### src/rtl/alu_seq.sv
// Registered W-bit ALU with a START/BUSY/DONE handshake.
// Single-cycle ops complete in one clock; MUL iterates shift-add over W clocks.
module alu_seq #(
    parameter int W = 8
) (
    input  logic         clk,
    input  logic         rst_n,
    input  logic         START,
    input  logic [W-1:0] A,
    input  logic [W-1:0] B,
    input  logic [2:0]   OP,
    output logic [W-1:0] R,
    output logic [W-1:0] RH,
    output logic         CF,
    output logic         ZF,
    output logic         SF,
    output logic         OF,
    output logic         BUSY,
    output logic         DONE
);

    localparam int CW = (W > 1) ? $clog2(W) : 1;
    localparam logic [W-1:0] W_VAL = W'(W);
    localparam logic [CW-1:0] LAST_ITER = CW'(W - 1);

    typedef enum logic [2:0] {
        OP_ADD = 3'b000,
        OP_AND = 3'b001,
        OP_SHR = 3'b010,
        OP_SUB = 3'b011,
        OP_OR  = 3'b100,
        OP_XOR = 3'b101,
        OP_SHL = 3'b110,
        OP_MUL = 3'b111
    } op_t;

    typedef enum logic {
        IDLE,
        MUL
    } state_t;

    state_t          state, state_d;
    logic [W-1:0]    mcand, mcand_d;
    logic [2*W-1:0]  prod, prod_d;
    logic [CW-1:0]   cnt, cnt_d;
    logic [W-1:0]    r_d, rh_d;
    logic            cf_d, zf_d, sf_d, of_d, busy_d, done_d;

    logic [W-1:0]    alu_r;
    logic            alu_cf, alu_of;
    logic [W:0]      add_full, sub_full, shr_full, shl_full;
    logic [W:0]      mul_sum;
    logic [2*W-1:0]  mul_next;

    // Single-cycle result and carry/overflow for the non-MUL ops.
    always_comb begin
        alu_r    = '0;
        alu_cf   = 1'b0;
        alu_of   = 1'b0;
        add_full = {1'b0, A} + {1'b0, B};
        sub_full = {1'b0, A} - {1'b0, B};
        shr_full = {A, 1'b0} >> B;
        shl_full = {1'b0, A} << B;
        case (op_t'(OP))
            OP_ADD: begin
                alu_r  = add_full[W-1:0];
                alu_cf = add_full[W];
                alu_of = (A[W-1] == B[W-1]) && (add_full[W-1] != A[W-1]);
            end
            OP_SUB: begin
                alu_r  = sub_full[W-1:0];
                alu_cf = sub_full[W];
                alu_of = (A[W-1] != B[W-1]) && (sub_full[W-1] != A[W-1]);
            end
            OP_AND: alu_r = A & B;
            OP_OR:  alu_r = A | B;
            OP_XOR: alu_r = A ^ B;
            OP_SHR: begin
                // Shifting by W or more empties the word with no carry-out
                if (B < W_VAL) begin
                    alu_r  = shr_full[W:1];
                    alu_cf = shr_full[0];
                end
            end
            OP_SHL: begin
                if (B < W_VAL) begin
                    alu_r  = shl_full[W-1:0];
                    alu_cf = shl_full[W];
                end
            end
            default: ;
        endcase
    end

    // Upper half accumulates the multiplicand while the multiplier shifts out of the lower half.
    assign mul_sum  = {1'b0, prod[2*W-1:W]} + (prod[0] ? {1'b0, mcand} : '0);
    assign mul_next = {mul_sum, prod[W-1:1]};

    always_comb begin
        state_d = state;
        mcand_d = mcand;
        prod_d  = prod;
        cnt_d   = cnt;
        r_d     = R;
        rh_d    = RH;
        cf_d    = CF;
        zf_d    = ZF;
        sf_d    = SF;
        of_d    = OF;
        busy_d  = BUSY;
        done_d  = 1'b0;
        case (state)
            IDLE: begin
                if (START) begin
                    if (op_t'(OP) == OP_MUL) begin
                        mcand_d = A;
                        prod_d  = {{W{1'b0}}, B};
                        cnt_d   = '0;
                        busy_d  = 1'b1;
                        state_d = MUL;
                    end else begin
                        r_d    = alu_r;
                        rh_d   = '0;
                        cf_d   = alu_cf;
                        of_d   = alu_of;
                        zf_d   = (alu_r == '0);
                        sf_d   = alu_r[W-1];
                        done_d = 1'b1;
                    end
                end
            end
            MUL: begin
                prod_d = mul_next;
                cnt_d  = cnt + CW'(1);
                if (cnt == LAST_ITER) begin
                    r_d     = mul_next[W-1:0];
                    rh_d    = mul_next[2*W-1:W];
                    cf_d    = |mul_next[2*W-1:W];
                    of_d    = |mul_next[2*W-1:W];
                    zf_d    = ~|mul_next;
                    sf_d    = mul_next[W-1];
                    busy_d  = 1'b0;
                    done_d  = 1'b1;
                    state_d = IDLE;
                end
            end
            default: state_d = IDLE;
        endcase
    end

    always_ff @(posedge clk or negedge rst_n) begin
        if (!rst_n) begin
            state <= IDLE;
            mcand <= '0;
            prod  <= '0;
            cnt   <= '0;
            R     <= '0;
            RH    <= '0;
            CF    <= 1'b0;
            ZF    <= 1'b0;
            SF    <= 1'b0;
            OF    <= 1'b0;
            BUSY  <= 1'b0;
            DONE  <= 1'b0;
        end else begin
            state <= state_d;
            mcand <= mcand_d;
            prod  <= prod_d;
            cnt   <= cnt_d;
            R     <= r_d;
            RH    <= rh_d;
            CF    <= cf_d;
            ZF    <= zf_d;
            SF    <= sf_d;
            OF    <= of_d;
            BUSY  <= busy_d;
            DONE  <= done_d;
        end
    end

endmodule

### config.mk
export PLATFORM = sky130hd
export DESIGN_NAME = alu_seq
export DESIGN_NICKNAME = d
export VERILOG_FILES = /design/src/rtl/alu_seq.sv
export SDC_FILE = /design/constraint.sdc
export NUM_CORES = 1
export LEC_CHECK = 0
export BUFFER_PORTS_ARGS = -buffer_cell sky130_fd_sc_hd__buf_2
export CAP_MARGIN = 40
export CORE_UTILIZATION = 54
export CTS_CLUSTER_SIZE = 40
export DETAILED_ROUTE_END_ITERATION = 6
export HOLD_SLACK_MARGIN = 0.03
export PLACE_DENSITY = 0.77
export SLEW_MARGIN = 20
export SYNTH_ARGS = -nofsm -noshare
export SYNTH_HDL_FRONTEND = slang
export SYNTH_SLANG_ARGS = --single-unit
### constraint.sdc
create_clock -name clk -period 2.7 [get_ports clk]
set_clock_uncertainty 0.05 [all_clocks]
set_input_delay 0.27 -clock clk [delete_from_list [all_inputs] [get_ports clk]]
set_output_delay 0.27 -clock clk [all_outputs]
set_load 0.05 [all_outputs]
==> out/results.txt <==
Run status: finished with violations
Failing checks: negative setup slack
Total chip power: 4.60 mW
Largest cells by area after synthesis: dfrtp_1, ha_1, mux2_2
Gate power share: 63.1%
Max FO, Critical Path: 3
Net Count, Synth: 551
Nets: 647
Synth Register Bits: 49
Tmin final: 2.74 ns
Final Hold Viols: 0
CP Buf/Inv Count: 1
Worst-Skew Late Latency: 0.31 ns
Design Area, Final: 5170 um2
Slew Limit Fails: 0
Compound-cell area share of the yosys netlist: 22.4%
Htree depth: 2
Hold_ws: 0.275 ns
Async SR Flop Fraction: 100%
Routed Antenna Nets: 0
Grt total ovfl: 0
Initial antenna violation count: 0
Area growth syn-to-layout: 22.3%
# IOs: 44
Switching pwr: 2.27 mW
Mux cell area share after synthesis: 9.09%
Worst hold path type: in2reg
Post-synth cell types: 71
Port bufs: 43
Syn_area_per_cell: 8.59 um2
RSZ-0062 raised after global routing: yes
XOR/XNOR Fraction of Synth Area: 1.87%
Cell accounting for the most synthesized area: dfrtp_1
Cell Pwr Density: 891 nW/um2
Vias per cell: 6.27
Kind of critical path: reg2reg
Num CTS Buffers: 5
Initial core utilization: 57.0%
Top delay family on crit path: compound AO/OA/AOI/OAI gates
Slowest cell on crit path: a2111oi_4
Clk slew on worst S/H paths: 0.10 ns
EDFF count, synth: 0
Post-DP Area: 4960 um2
WP data arrival: 2.89 ns
Routed wire length: 13,100 um
DIE WIDTH: 90.5 um
Share of the synthesized area in the top cell type: 29.0%
Main combinational cell family by area after synthesis: compound AO/OA/AOI/OAI gates
Post-Synth Simple-Gate Area: 20.0%
Sequential area share after synthesis: 29.0%
Sw Share: 49.2%
Max_slew headroom: 61.5%
Die area: 8180 um2
Tot GR Track Use: 32.7%
Avg WL per Cell: 19.1 um
Top FF cell, synth: dfrtp_1
Maximum number of pins on one net before global-route repair: 33
DR DRC count: 0
CTS tree: done
Initial DRT Pass Iterations: 5
Mapped cell area: 4230 um2
Worst EP required: 2.86 ns
Cell Int Power: 2.34 mW
Fin worst setup slack: -0.0389 ns
Crit start category: flip-flop
Reg power frac: 27.3%
YS warnings: 0
Final period util: 101%
Max IR drop VDD: 1030 uV
Final setup viols: 2
First-pass GRT wire length: 21,200 um
Worst path max stage delay: 0.42 ns
MaxCap Viol Count: 0
Share of layout cells above drive strength 1: 28.5%
Crit-path cells: and2_1 -> ha_2 -> fa_2 -> a21oi_4 -> o21ai_2 -> a21oi_2 -> nand3b_1 -> a2111oi_4 -> buf_4 -> o21ai_1 -> o22a_1
Adder-Cell Fraction of Synth Area: 11.5%
Clock buffer depth: 2
Number of global-route vias before repair: 4,064
Critical path endpoint category: flip-flop
Final HPWL DP: 9890 um
GP Congestion: 0.936
Antenna cells: 0
Initial DRC count: 335
CORE AREA: 7410 um2
Worst-margin pin slew: 0.572 ns
Max Clk Rate: 365 MHz
Fillers: 582
Root buf cell: clkbuf_8
Clock power frac: 9.6%
Leakage: 2.43 nW
Vias: 4,311
Die height: 90.5 um
Rows: 31
Post-Syn Instances: 492
Num Clock Sinks: 49
Post-layout util: 69.8%
-- path summary, 6_finish.rpt --
| path | to | depth (start not counted) | slack, ns | start |
|---|---|---|---|---|
| hold / removal | mcand[4] | 2 | 0.28 | A[4] |
| hold reg to reg | R[0] | 2 | 0.43 | R[0] |
| max in group asynchronous | prod[9] | 3 | 1.69 | rst_n |
| min in group asynchronous | ZF | 2 | 0.38 | rst_n |
| setup / recovery | CF | 11 | -0.04 | prod[0] |
| setup reg to reg | CF | 11 | -0.04 | prod[0] |
-- cells by family (layout without fill, tap and decap cells) --
family                     count (synthesis)  in the layout
AOI/OAI and AO/OA                        139            139
buffers and inverters                     59            156
xor gates and xnor gates                   9              9
DFF                                       49             49
adders and majority gates                 37             37
muxes                                     31             31
and+or+nand+nor                          168            168
-- timing repair --
| action | in CTS | in global routing |
|---|---|---|
| pin swaps | 8 | 9 |
| gates resized for setup | 9 | 12 |
| setup endpoints to repair | 3 | 4 |
| endpoints found under the hold margin | 17 | 0 |
| hold buffers | 1 | 0 |
| buffers inserted | 1 | 2 |
| cloned | 0 | 0 |
-- state kept, by name, summed over array words and instances, names as in the netlist --
| register | count |
|---|---|
| OF | 1 |
| SF | 1 |
| ZF | 1 |
| cnt | 3 |
| R | 7 |
| DONE | 1 |
| CF | 1 |
| mcand | 8 |
| prod | 16 |
| BUSY | 1 |
| state | 1 |
| RH | 8 |
-- per-layer routing --
metal | global-route usage, % | up-vias | wire length [um]
li1 | - | 1986 | -
met1 | 46.1 | 2127 | 5750
met2 | 52.4 | 172 | 6130
met3 | 5.89 | 26 | 941
met4 | 7.26 | 0 | 295
met5 | 0 | - | 0
-- cells in the mapped netlist (all sizes together), types with 4 or more instances --
| master | count |
|---|---|
| o21bai | 5 |
| nor2 | 32 |
| nand2 | 55 |
| mux4 | 4 |
| ha | 34 |
| and2 | 10 |
| inv | 32 |
| dfrtp | 49 |
| a32oi | 4 |
| a211oi | 4 |
| a21o | 6 |
| nand2b | 10 |
| nor4 | 4 |
| buf | 12 |
| o221ai | 4 |
| xnor2 | 7 |
| mux2 | 19 |
| nand3 | 15 |
| mux2i | 8 |
| nor3 | 12 |
| nor2b | 8 |
| o21a | 4 |
| a21oi | 25 |
| o31ai | 7 |
| a31oi | 5 |
| o211ai | 8 |
| nand4 | 5 |
| clkbuf | 13 |
| o21ai | 34 |
-- through the flow --
stage | worst slack [ns] | TNS (ns) | std cells
floorplan | 0.0000135 | 0 | 492
global placement | -0.271 | -0.528 | 675
detailed placement | -0.316 | -0.760 | 676
CTS | 0.00123 | 0 | 686
global route | -0.144 | -0.359 | 688
finish | -0.0389 | -0.0604 | 688
-- cell usage in the layout, fill, tap and decap left out, types with 8 or more instances in the layout --
cell,count
nor2_1,32
nor3_1,11
inv_1,31
mux2i_1,8
o21ai_0,31
ha_1,32
nand2b_1,10
nand3_1,15
buf_2,43
nand2_1,55
o211ai_1,8
a21oi_1,22
mux2_2,19
and2_1,8
dfrtp_1,49
buf_4,68
-- power by group through the flow --
| stage | Clock [mW] | Combinational [mW] | Sequential, mW |
|---|---|---|---|
| CTS | 0.448 | 2.74 | 1.25 |
| global route | 0.474 | 3.13 | 1.29 |
| finish | 0.441 | 2.91 | 1.26 |
| detailed placement | 0 | 2.59 | 1.26 |
| global placement | 0 | 2.50 | 1.24 |
| floorplan | 0 | 1.45 | 1.65 |
-- area by class of cell --
type | count | area [um2] | share of cell area [%]
clock buffer | 5 | 68.8 | 1.33
clock inverter | 3 | 22.5 | 0.436
inverter | 34 | 129 | 2.49
multi-input combinational | 384 | 2830 | 54.8
sequential | 49 | 1230 | 23.7
tap | 99 | 124 | 2.40
timing repair buffer | 114 | 767 | 14.8
No activity file was read; power rests on OpenSTA's default activity.
